$ cat src/rtl/pc_unit.sv
// Program counter / redirect stage: computes JAL, JALR and B-type targets, steers fetch, and raises flush.
// Optional taken-redirect counter (taken_cnt) is built when BRANCH_STATS_EN is defined.
module pc_unit #(
  parameter int              BITS         = 32,
  parameter logic [BITS-1:0] RESET_PC     = '0,
  parameter int              FLUSH_CYCLES = 2
) (
  input  logic            clk,
  input  logic            rst_n,
  input  logic            stall,
  input  logic            ex_valid,
  input  logic [BITS-1:0] instruction,
  input  logic [BITS-1:0] ex_pc,
  input  logic [BITS-1:0] rs1,
  input  logic            branch,
  output logic [BITS-1:0] pc,
  output logic            fetch_valid,
  output logic            flush,
  output logic [BITS-1:0] link,
  output logic            misaligned
`ifdef BRANCH_STATS_EN
  ,
  output logic [31:0]     taken_cnt
`endif
);

  typedef enum logic [1:0] {BOOT, RUN, FLUSH, HALT} state_t;

  localparam logic [6:0] OP_JAL  = 7'b1101111;
  localparam logic [6:0] OP_JALR = 7'b1100111;
  localparam logic [6:0] OP_BR   = 7'b1100011;

  state_t          state, state_nx;
  logic [BITS-1:0] pc_nx, target;
  logic [BITS-1:0] imm_j, imm_i, imm_b;
  logic [3:0]      cnt, cnt_nx;
  logic            mis_nx, taken;
  logic [6:0]      opcode;

  assign opcode = instruction[6:0];
  assign imm_j  = {{(BITS-20){instruction[31]}}, instruction[19:12], instruction[20],
                   instruction[30:21], 1'b0};
  assign imm_i  = {{(BITS-12){instruction[31]}}, instruction[31:20]};
  assign imm_b  = {{(BITS-12){instruction[31]}}, instruction[7], instruction[30:25],
                   instruction[11:8], 1'b0};
  assign link   = ex_pc + BITS'(4);

  always_comb begin
    target = ex_pc + imm_b;
    taken  = 1'b0;
    case (opcode)
      OP_JAL:  begin target = ex_pc + imm_j;                           taken = 1'b1; end
      OP_JALR: begin target = (rs1 + imm_i) & ~(BITS'(1));            taken = 1'b1; end
      OP_BR:   begin target = ex_pc + imm_b;                           taken = 1'b1; end
      default: ;
    endcase
    taken = taken & ex_valid & branch;
  end

  always_ff @(posedge clk or negedge rst_n) begin
    if (!rst_n) begin
      state      <= BOOT;
      pc         <= RESET_PC;
      cnt        <= '0;
      misaligned <= 1'b0;
    end else begin
      state      <= state_nx;
      pc         <= pc_nx;
      cnt        <= cnt_nx;
      misaligned <= mis_nx;
    end
  end

  // ex_* inputs are only trusted in RUN; in FLUSH they belong to the wrong path.
  always_comb begin
    state_nx = state;
    pc_nx    = pc;
    cnt_nx   = cnt;
    mis_nx   = misaligned;
    case (state)
      BOOT: state_nx = RUN;
      RUN: begin
        if (taken) begin
          if (target[1:0] == 2'b00) begin
            pc_nx    = target;
            cnt_nx   = 4'(FLUSH_CYCLES - 1);
            state_nx = FLUSH;
          end else begin
            mis_nx   = 1'b1;
            state_nx = HALT;
          end
        end else if (!stall) begin
          pc_nx = pc + BITS'(4);
        end
      end
      FLUSH: begin
        if (!stall) pc_nx = pc + BITS'(4);
        if (cnt == 4'd0) state_nx = RUN;
        else             cnt_nx   = cnt - 4'd1;
      end
      HALT: ;
      default: state_nx = BOOT;
    endcase
  end

  always_comb begin
    fetch_valid = 1'b0;
    flush       = 1'b0;
    case (state)
      RUN:     fetch_valid = 1'b1;
      FLUSH:   begin fetch_valid = 1'b1; flush = 1'b1; end
      default: ;
    endcase
  end

`ifdef BRANCH_STATS_EN
  always_ff @(posedge clk or negedge rst_n) begin
    if (!rst_n)
      taken_cnt <= '0;
    else if (state == RUN && taken && target[1:0] == 2'b00 && taken_cnt != 32'hFFFF_FFFF)
      taken_cnt <= taken_cnt + 32'd1;
  end
`endif

endmodule
$ cat config.mk
export PLATFORM = sky130hd
export DESIGN_NAME = pc_unit
export DESIGN_NICKNAME = d
export VERILOG_FILES = /design/src/rtl/pc_unit.sv
export SDC_FILE = /design/constraint.sdc
export NUM_CORES = 1
export LEC_CHECK = 0
export ABC_AREA = 1
export CORE_ASPECT_RATIO = 2
export CORE_MARGIN = 2
export CORE_UTILIZATION = 54
export CTS_CLUSTER_DIAMETER = 80
export DETAILED_ROUTE_END_ITERATION = 12
export HOLD_SLACK_MARGIN = 0.1
export PLACE_DENSITY = 0.93
export SLEW_MARGIN = 5
export SYNTH_ARGS = -nofsm -noshare
export SYNTH_HDL_FRONTEND = slang
export SYNTH_SLANG_ARGS = --single-unit
$ cat constraint.sdc
create_clock -name clk -period 3.1 [get_ports clk]
set_clock_uncertainty 0.15 [all_clocks]
set_input_delay 0.62 -clock clk [delete_from_list [all_inputs] [get_ports clk]]
set_output_delay 0.62 -clock clk [all_outputs]
set_load 0.005 [all_outputs]
==> summary.txt, run 1 <==
Status
  – Status: did not finish
  – Fail Step: global routing
  – First Err: [ERROR GRT-0232] Routing congestion too high. Check the congestion heatmap in the GUI.

Global routing
  – Largest net degree at the start of global routing: 41
  – Gr ovfl total: 70
  – Gr usage total: 0.655

Clock network
  – Sink Count: 39
  – Root buffer cell: clkbuf_16
  – CTS Buffer Depth: 2
  – Num CTS Buffers: 5
  – H-tree depth: 2

Place
  – Placed insts: 2,060
  – I/O Buffers: between 150 and 200
  – Placer Congestion: 1.04
  – HPWL after DPL: 25.9 mm
  – Pre-CTS setup slack: -0.699 ns

Synthesis
  – Cells after Synth: 1,578
  – Mean area per synthesized cell: between 5 and 6 um^2
  – Ys async rst share: 1.00
  – Number of synthesized flops with an enable pin: 0
  – Distinct cells, synth: 49
  – Yosys warnings: 0
  – Synth Cell Area: ~8400 um^2
  – Syn Nets: 1,751
  – Sequential share of the synthesized area: 0.116
  – Synth Flop Type: dfrtp_1
  – Register bit total from synthesis: 39

Floorplanning
  – Starting density of the core: 0.551
  – Die Span Y: between 150 and 200 um
  – Rows: 64
  – IO Pins: between 150 and 200
  – Die W: 92.4 um

STA
  – Post-GRT worst EP: pc[11]$_DFFE_PN0P_/D
  – Worst ep type: register input
[repair_timing]
action / in CTS
pin swaps: 34
gates resized for setup: 143
setup buffers: 20
cloned: 2
hold buffers: 0
endpoints found under the setup margin: 52
[metrics by stage]
stage | area (um^2) | util
after global placement | 11300 | 0.740
after CTS | 12000 | 0.784
after floorplan | 8460 | -
after detailed placement | 11300 | 0.740
[Yosys cell counts (2+ instances only)]
master,instances,area [um^2]
ha_1,70,876
and2_1,3,18.8
nand4_1,17,106
o21ai_1,3,15.0
o21bai_1,5,37.5
nor3_1,17,85.1
o21a_1,3,22.5
clkbuf_1,4,15.0
nor2_1,126,473
inv_2,2,7.51
buf_4,5,37.5
o31ai_1,2,15.0
xor2_1,30,263
nand3b_1,12,90.1
nand2_2,6,37.5
fa_1,2,40.0
a21oi_1,66,330
dfrtp_1,39,976
nor3_2,2,20.0
nor3_4,2,32.5
nand4_2,2,25.0
nor2_2,5,31.3
nand3_1,148,741
nand3_2,2,20.0
mux2_2,4,45.0
xnor2_1,15,131
inv_1,309,1160
o21ai_0,42,210
nor4_1,3,18.8
or2_2,6,37.5
nor2_4,6,67.6
nand2_1,595,2230
buf_1,2,7.51
buf_2,7,35.0
nand4_4,2,42.5
[layer usage]
layer  GRT usage  GRT overflow
met1       0.620             0
met2       0.879            49
met3       0.438             1
met4       0.702            20
met5      0.0617             0
[cell families after synthesis]
kind of cell / after synthesis / share of synthesized area
AO/OA/AOI/OAI: 129 / 0.0827
adder cells (fa/ha/maj): 72 / 0.109
AND/OR/NAND/NOR: 958 / 0.489
buffers and inverters: 331 / 0.152
XOR/XNOR: 45 / 0.0467
flip-flops: 39 / 0.116
multiplexers: 4 / 0.00534
==> run 2, diff against run 1 <==
Settings changed: CORE_ASPECT_RATIO 2 to unset, CORE_UTILIZATION 54 to 40, CTS_CLUSTER_DIAMETER 80 to unset, HOLD_SLACK_MARGIN 0.1 to unset, PLACE_DENSITY 0.93 to unset, PLACE_DENSITY_LB_ADDON set to 0.15.
==> run 2 against run 1 <==
  * The run now ends clean
  * Synthesized area unchanged
  * Synthesized cell count unchanged
==> summary.txt, run 2 <==
Finish
  – Commonest non-fill, non-tap cells in the layout: nand2_1 (540), inv_1 (299), buf_4 (176)
  – Final #Nets: 2,104
  – Largest register by flop count: pc
  – Share of cells above drive strength 1: 0.227
  – # fillers: ~2,000
  – Utilization after layout: 0.629
  – Most common cell after layout, fill and taps aside: nand2_1
  – Antenna cells: 0
  – Area growth, synth to finish: 55.3%
  – Fin area: 13,100 um^2
  – Top flop regs: pc x32, cnt x4, state x2
  – Area of the multi-input gates: slightly above 7000 um^2
  – Max reg flops: 32
  – FF+latch area: 976 um^2

Drt
  – Drt wl/cell: between 10 and 15 um
  – Residual DRC: 0
  – Vias per cell: around 5
  – DR pass1 iterations: 7
  – WL final: 31.3 mm
  – Initial drt markers: 634
  – Routed Antenna Nets: 0
  – Vias: 10,900

Floorplanning
  – Die Span Y: between 100 and 150 um
  – Rows: 53
  – IO Pins: about 170
  – Starting density of the core: 0.405
  – DIE AREA: 22,300 um^2
  – Core Area: 20,800 um^2
  – Die W: between 100 and 150 um

Global routing
  – Met2 Use GR: 0.480
  – Gr usage total: 0.269
  – Antenna violations before repair: 0
  – Largest net degree at the start of global routing: 40
  – Met1 usage: 0.345
  – Gr ovfl total: 0
  – GR Util met3: 0.0217
  – Vias in the first global route: approximately 10,000
  – First-pass GRT wire length: approximately 50 mm
  – Busiest grt layer: met2

STA
  – Worst-Margin Slew: just over 0.9 ns
  – Max Clock Freq: between 0.3 and 0.4 GHz
  – Fin worst setup slack: ~0.073 ns
  – Fin crit period: about 3 ns
  – Fin crit share: 0.976
  – Final setup violation count: 0
  – Slew headroom: 0.379
  – Unrepaired setup endpoints after global routing: yes
  – Final hold slack: about 0.32 ns
  – Max-slew violations: 0
  – Hold Fails Final Rpt: 0

Clock network
  – CTS Hold Bufs: 0
  – Worst skew pair latency: just under 0.3 ns
  – Clock Pin Slew Worst Setup and Hold Paths: ~0.070 ns
  – H-tree depth: 2
  – Sink Count: 39
  – Num CTS Buffers: 5
  – CTS tree: yes
  – CTS Buffer Depth: 2
  – Root buffer cell: clkbuf_16

Setup path
  – Worst path cell trace: clkdlybuf4s15_2, nor2_4, nand4_1, buf_6, buf_12, mux2_4, fa_2, buf_4, nand2_2, nand3_4, nand2_2, nand2_4, xor2_1, nand2_1, nand3_2, nand2_1, o21ai_1
  – CP max-delay cell: fa_2
  – Worst EP required: 3.13 ns
  – Worst path max stage delay: about 0.4 ns
  – CP startpoint: instruction[4]
  – Reg2reg setup slack: approximately 0.80 ns
  – Critical path class: in -> reg
  – Setup crit end kind: flop
  – Crit-path max FO: 8
  – Setup crit end: pc[15]
  – FF-to-FF End: pc[13]
  – CP Data Arrival Time: between 3 and 4 ns
  – Reg2reg path depth: 9
  – CP Launch Type: input pin
  – Worst reg2reg startpoint: state[0]

Power and ir drop
  – Switching share of power: 0.459
  – Sequential share of power: 0.197
  – Maximum vdd drop: between 0.0002 and 0.0003 V
  – Total power: around 4.8 mW
  – Clk pwr share: 0.108
  – PD cells: ~370 nW/um^2
  – Logic pwr share: 0.695
  – Power Internal: 2.61 mW
  – Leak: approximately 7.2 nW
  – Switch Pwr: about 2.2 mW

Synthesis
  – Ys async rst share: 1.00
  – Mean area per synthesized cell: about 5.3 um^2
  – Register bit total from synthesis: 39
  – Yosys warnings: 0
  – Count leader, synth: nand2_1
  – Syn Nets: approximately 1,800
  – Number of synthesized flops with an enable pin: 0
  – Distinct cells, synth: between 40 and 50
  – Synth Flop Type: dfrtp_1
  – Post-synth top area cell: nand2_1
  – Sequential share of the synthesized area: 0.116
  – Cells after Synth: between 1,500 and 2,000
  – Post-synth top cells: nand2_1 (595), inv_1 (309), nand3_1 (148), nor2_1 (126), ha_1 (70)
  – Top cells by area, synth: nand2_1 (26%), inv_1 (14%), dfrtp_1 (12%)
  – Top cell type's share of synthesized area: 0.265
  – Synth Cell Area: ~8400 um^2

Status
  – Status: finished, final reports clean

Place
  – Placed inst area: roughly 12,000 um^2
  – I/O Buffers: about 170
  – Placer Congestion: 0.907
  – HPWL after DPL: approximately 24 mm
  – Pre-CTS setup slack: -0.687 ns

Min path
  – Hold crit path type: in -> async

Flow run
  – MaxCap Viol Count: 0
run 2: cell counts after synthesis:
Identical to the previous run, type by type.
run 2: power by group through the flow:
stage               sequential, mW  clock [mW]  combinational [mW]
CTS                          0.947       0.519                2.82
finish                       0.952       0.520                3.36
floorplan                    0.904           0                1.55
global route                 0.982       0.539                3.71
global placement             0.946           0                2.70
detailed placement           0.954           0                2.74
run 2: worst max-delay path: cells and delay by family:
family	cells	cell delay, ns
simple gates	9	0.87
buf+inv	4	0.64
fa+ha+maj	1	0.39
mux	1	0.31
xor+xnor	1	0.16
compound gates	1	0.06
run 2: routing by layer:
| metal | up-vias | part of all wire |
|---|---|---|
| met3 | 47 | 0.048 |
| met5 | - | 0 |
| met1 | 4896 | 0.44 |
| met2 | 310 | 0.48 |
| li1 | 5607 | - |
| met4 | 0 | 0.025 |
run 2: layout make-up:
class                   instances  area share
multi-input cells            1208       0.544
repair buffers                364       0.253
inverters                     312      0.0904
flip-flops and latches         39      0.0745
well taps                     275      0.0263
clock buffers                   6     0.00984
clock inverters                 2    0.000956
repair inverters                1    0.000669
run 2: worst min-delay path by stage:
stage,to,slack (ns),cells past startpoint
after CTS,cnt[1],0.34,2
after detailed placement,misaligned,0.31,1
after floorplan,cnt[0],0.17,0
after global routing,misaligned,0.36,1
after global placement,pc[1],0.30,2
final,cnt[3],0.32,1
run 2: timing repair:
item                                    CTS  global route
pin swaps                                48            63
setup buffers                            17            18
gates resized for setup                 154           150
endpoints found under the setup margin   51            45
gates cloned                              1             6
run 2: logic make-up (layout without fill, tap and decap cells):
| family | after synthesis | in the layout | share of synthesized area |
|---|---|---|---|
| buffers and inverters | 331 | 685 | 0.152 |
| and+or+nand+nor | 958 | 958 | 0.489 |
| adders and majority gates | 72 | 72 | 0.109 |
| muxes | 4 | 4 | 0.00534 |
| DFF | 39 | 39 | 0.116 |
| AOI/OAI and AO/OA | 129 | 129 | 0.0827 |
| xor gates and xnor gates | 45 | 45 | 0.0467 |
run 2: per-stage QoR:
| stage | instances | setup TNS [ns] |
|---|---|---|
| after global placement | 2159 | -24.14 |
| after CTS | 2185 | -0.0890 |
| after global routing | 2207 | -0.134 |
| final | 2207 | 0 |
| after detailed placement | 2159 | -26.14 |
| after floorplan | 1578 | 0 |
(Power assumes the default switching activity.)
==> run 3, diff against run 2 <==
Settings changed: CELL_PAD_IN_SITES_DETAIL_PLACEMENT set to 1, CELL_PAD_IN_SITES_GLOBAL_PLACEMENT set to 1, CORE_UTILIZATION 40 to 36.
==> run 3 against run 2 <==
  * The run now ends with setup timing left
  * Critical endpoint is now pc[27]
  * Total power grew 11%
  * Worst setup slack lost 0.23 ns
  * Sequential power grew 3.3%
  * Clock power grew 21%
  * Critical path type unchanged
  * Largest cell class unchanged
  * Die area grew 11%
==> summary.txt, run 3 (synthesis results as in run 2) <==
Finish
  – Final #Nets: ~2,100
  – Most common cell after layout, fill and taps aside: nand2_1
  – Commonest non-fill, non-tap cells in the layout: nand2_1 (545), inv_1 (298), buf_4 (193)
  – Largest register by flop count: pc
  – Max reg flops: 32
  – Share of cells above drive strength 1: 0.239
  – Area growth, synth to finish: 57.9%
  – Top flop regs: pc x32, cnt x4, state x2

Clock network
  – CTS Hold Bufs: 0
  – H-tree depth: 2
  – Root buffer cell: clkbuf_16
  – Clock Pin Slew Worst Setup and Hold Paths: roughly 0.070 ns
  – CTS tree: yes
  – Sink Count: 39
  – Worst skew pair latency: roughly 0.29 ns
  – CTS Buffer Depth: 2
  – Num CTS Buffers: 5

Power and ir drop
  – Power Internal: roughly 2.8 mW
  – PD cells: a little over 400 nW/um^2
  – Switching share of power: 0.472
  – Logic pwr share: 0.701
  – Maximum vdd drop: just under 0.0003 V
  – Switch Pwr: 2.54 mW
  – Sequential share of power: 0.183
  – Clk pwr share: 0.116
  – Leak: 7.26 nW

STA
  – Worst-Margin Slew: about 0.95 ns
  – Fin worst setup slack: -0.157 ns
  – Fin crit share: 1.05
  – Final setup violation count: 20
  – Slew headroom: 0.369
  – Final hold slack: a little over 0.3 ns
  – Setup TNS: -1.16 ns
  – Hold Fails Final Rpt: 0
  – Max-slew violations: 0
  – Max Clock Freq: about 0.31 GHz
  – Unrepaired setup endpoints after global routing: yes
  – Fin crit period: 3.26 ns

Min path
  – Hold crit path type: in -> async

Floorplanning
  – Core Area: 23,300 um^2
  – Rows: 56
  – DIE AREA: around 25,000 um^2
  – Starting density of the core: 0.362
  – Die W: between 150 and 200 um
  – Die Span Y: around 160 um
  – IO Pins: between 150 and 200

Setup path
  – Bufs and invs on worst path: 4
  – CP max-delay cell: ha_4
  – Critical path class: in -> reg
  – Worst path cell trace: clkbuf_2, nand2_2, nor2_4, nand4_1, buf_6, buf_4, o21ai_2, inv_2, ha_4, nand2_1, nand2_1, nand2_1, nand2_1, nand2_1, nand2_1, nand2_1, nand3_1, nand2_1, nand3_2, nand3_2, nand2_1, nand2_1
  – Worst path max stage delay: roughly 0.3 ns
  – CP Data Arrival Time: roughly 3.3 ns
  – Setup crit end kind: flop
  – Crit-path max FO: 5
  – CP top delay family: simple AND/OR/NAND/NOR gates
  – CP Launch Type: input pin
  – Top cell by count, worst path: nand2_1
  – Worst EP required: ~3.1 ns

Drt
  – Drt wl/cell: 19.5 um
  – Vias: roughly 12,000
  – DR pass1 iterations: 7
  – Routed Antenna Nets: 0
  – Initial drt markers: between 600 and 700
  – Vias per cell: 5.40
  – WL final: approximately 44 mm
  – Residual DRC: 0

Global routing
  – First-pass GRT wire length: 61.8 mm
  – Antenna violations before repair: 1
  – Vias in the first global route: around 12,000
  – Gr usage total: 0.316
  – Gr ovfl total: 0
  – Largest net degree at the start of global routing: 40

Status
  – Status: complete, but fails checks
  – Failing checks: setup timing

Flow run
  – MaxCap Viol Count: 0

Place
  – Placer Congestion: roughly 0.89
  – Pre-CTS setup slack: -0.787 ns
  – HPWL after DPL: ~30 mm
  – I/O Buffers: around 170
==> run 3: cell count changes in the layout (fill, tap and decap cells not counted), sizes merged <==
cell / delta
buf: +10
bufbuf: +2
bufinv: +1
clkbuf: +6
clkdlybuf4s15: -2
clkdlybuf4s50: -1
clkinvlp: -1
diode: +1
dlygate4sd2: -2
dlymetal6s2s: +1
==> run 3: power by group through the flow <==
stage                     Clock [mW]  Sequential, mW  Combinational, mW
after floorplan                    0           0.904               1.55
after global placement             0           0.947               2.74
after detailed placement           0           0.961               2.88
after CTS                      0.619           0.957               3.41
after global routing           0.638           0.999               4.07
final                          0.627           0.983               3.77
==> run 3: per-layer routing <==
| metal | global-route usage | vias up | share of wire |
|---|---|---|---|
| met5 | 0 | - | 0 |
| met4 | 0.126 | 0 | 0.060 |
| met3 | 0.0306 | 212 | 0.047 |
| met2 | 0.606 | 471 | 0.51 |
| met1 | 0.356 | 5907 | 0.38 |
| li1 | - | 5637 | - |
==> run 3: timing repair <==
action | CTS | global route
cloned | 5 | 1
gates resized for setup | 164 | 165
setup endpoints to repair | 51 | 53
setup buffers | 24 | 9
pin swaps | 38 | 62
==> run 3: area by class of cell <==
| class | count | area [um^2] |
|---|---|---|
| clock inverters | 3 | 43.8 |
| diodes | 1 | 2.50 |
| flip-flops and latches | 39 | 976 |
| clock buffers | 5 | 125 |
| well taps | 319 | 399 |
| fillers | 3241 | 9940 |
| multi-input cells | 1208 | 7200 |
| inverters | 312 | 1180 |
| repair buffers | 379 | 3390 |
==> run 3: per-stage QoR <==
step / utilization / cells / power (mW) / cell area [um^2]
after floorplan: - / 1578 / 2.46 / 8460
after global routing: 0.573 / 2266 / 5.71 / 13300
after global placement: 0.506 / 2220 / 3.69 / 11800
after CTS: 0.546 / 2256 / 4.99 / 12700
final: 0.573 / 2266 / 5.38 / 13300
after detailed placement: 0.506 / 2220 / 3.84 / 11800
==> run 3: final timing paths <==
path | start | to | slack (ns) | depth (start not counted)
min | rst_n | cnt[0] | 0.30 | 1
min in group clk | pc[27] | pc[27] | 0.38 | 2
max reg2reg | pc[2] | pc[28] | 0.74 | 12
max in group asynchronous | rst_n | pc[26] | 1.89 | 1
min reg2reg | pc[27] | pc[27] | 0.38 | 2
max | instruction[6] | pc[27] | -0.16 | 22
==> run 3: worst register-to-register path, delay by kind of cell, from the launching register on <==
kind / cells / cell delay (ns)
adders and majority gates: 1 / 0.26
buffers and inverters: 1 / 0.05
DFF: 1 / 0.46
and+or+nand+nor: 10 / 1.36
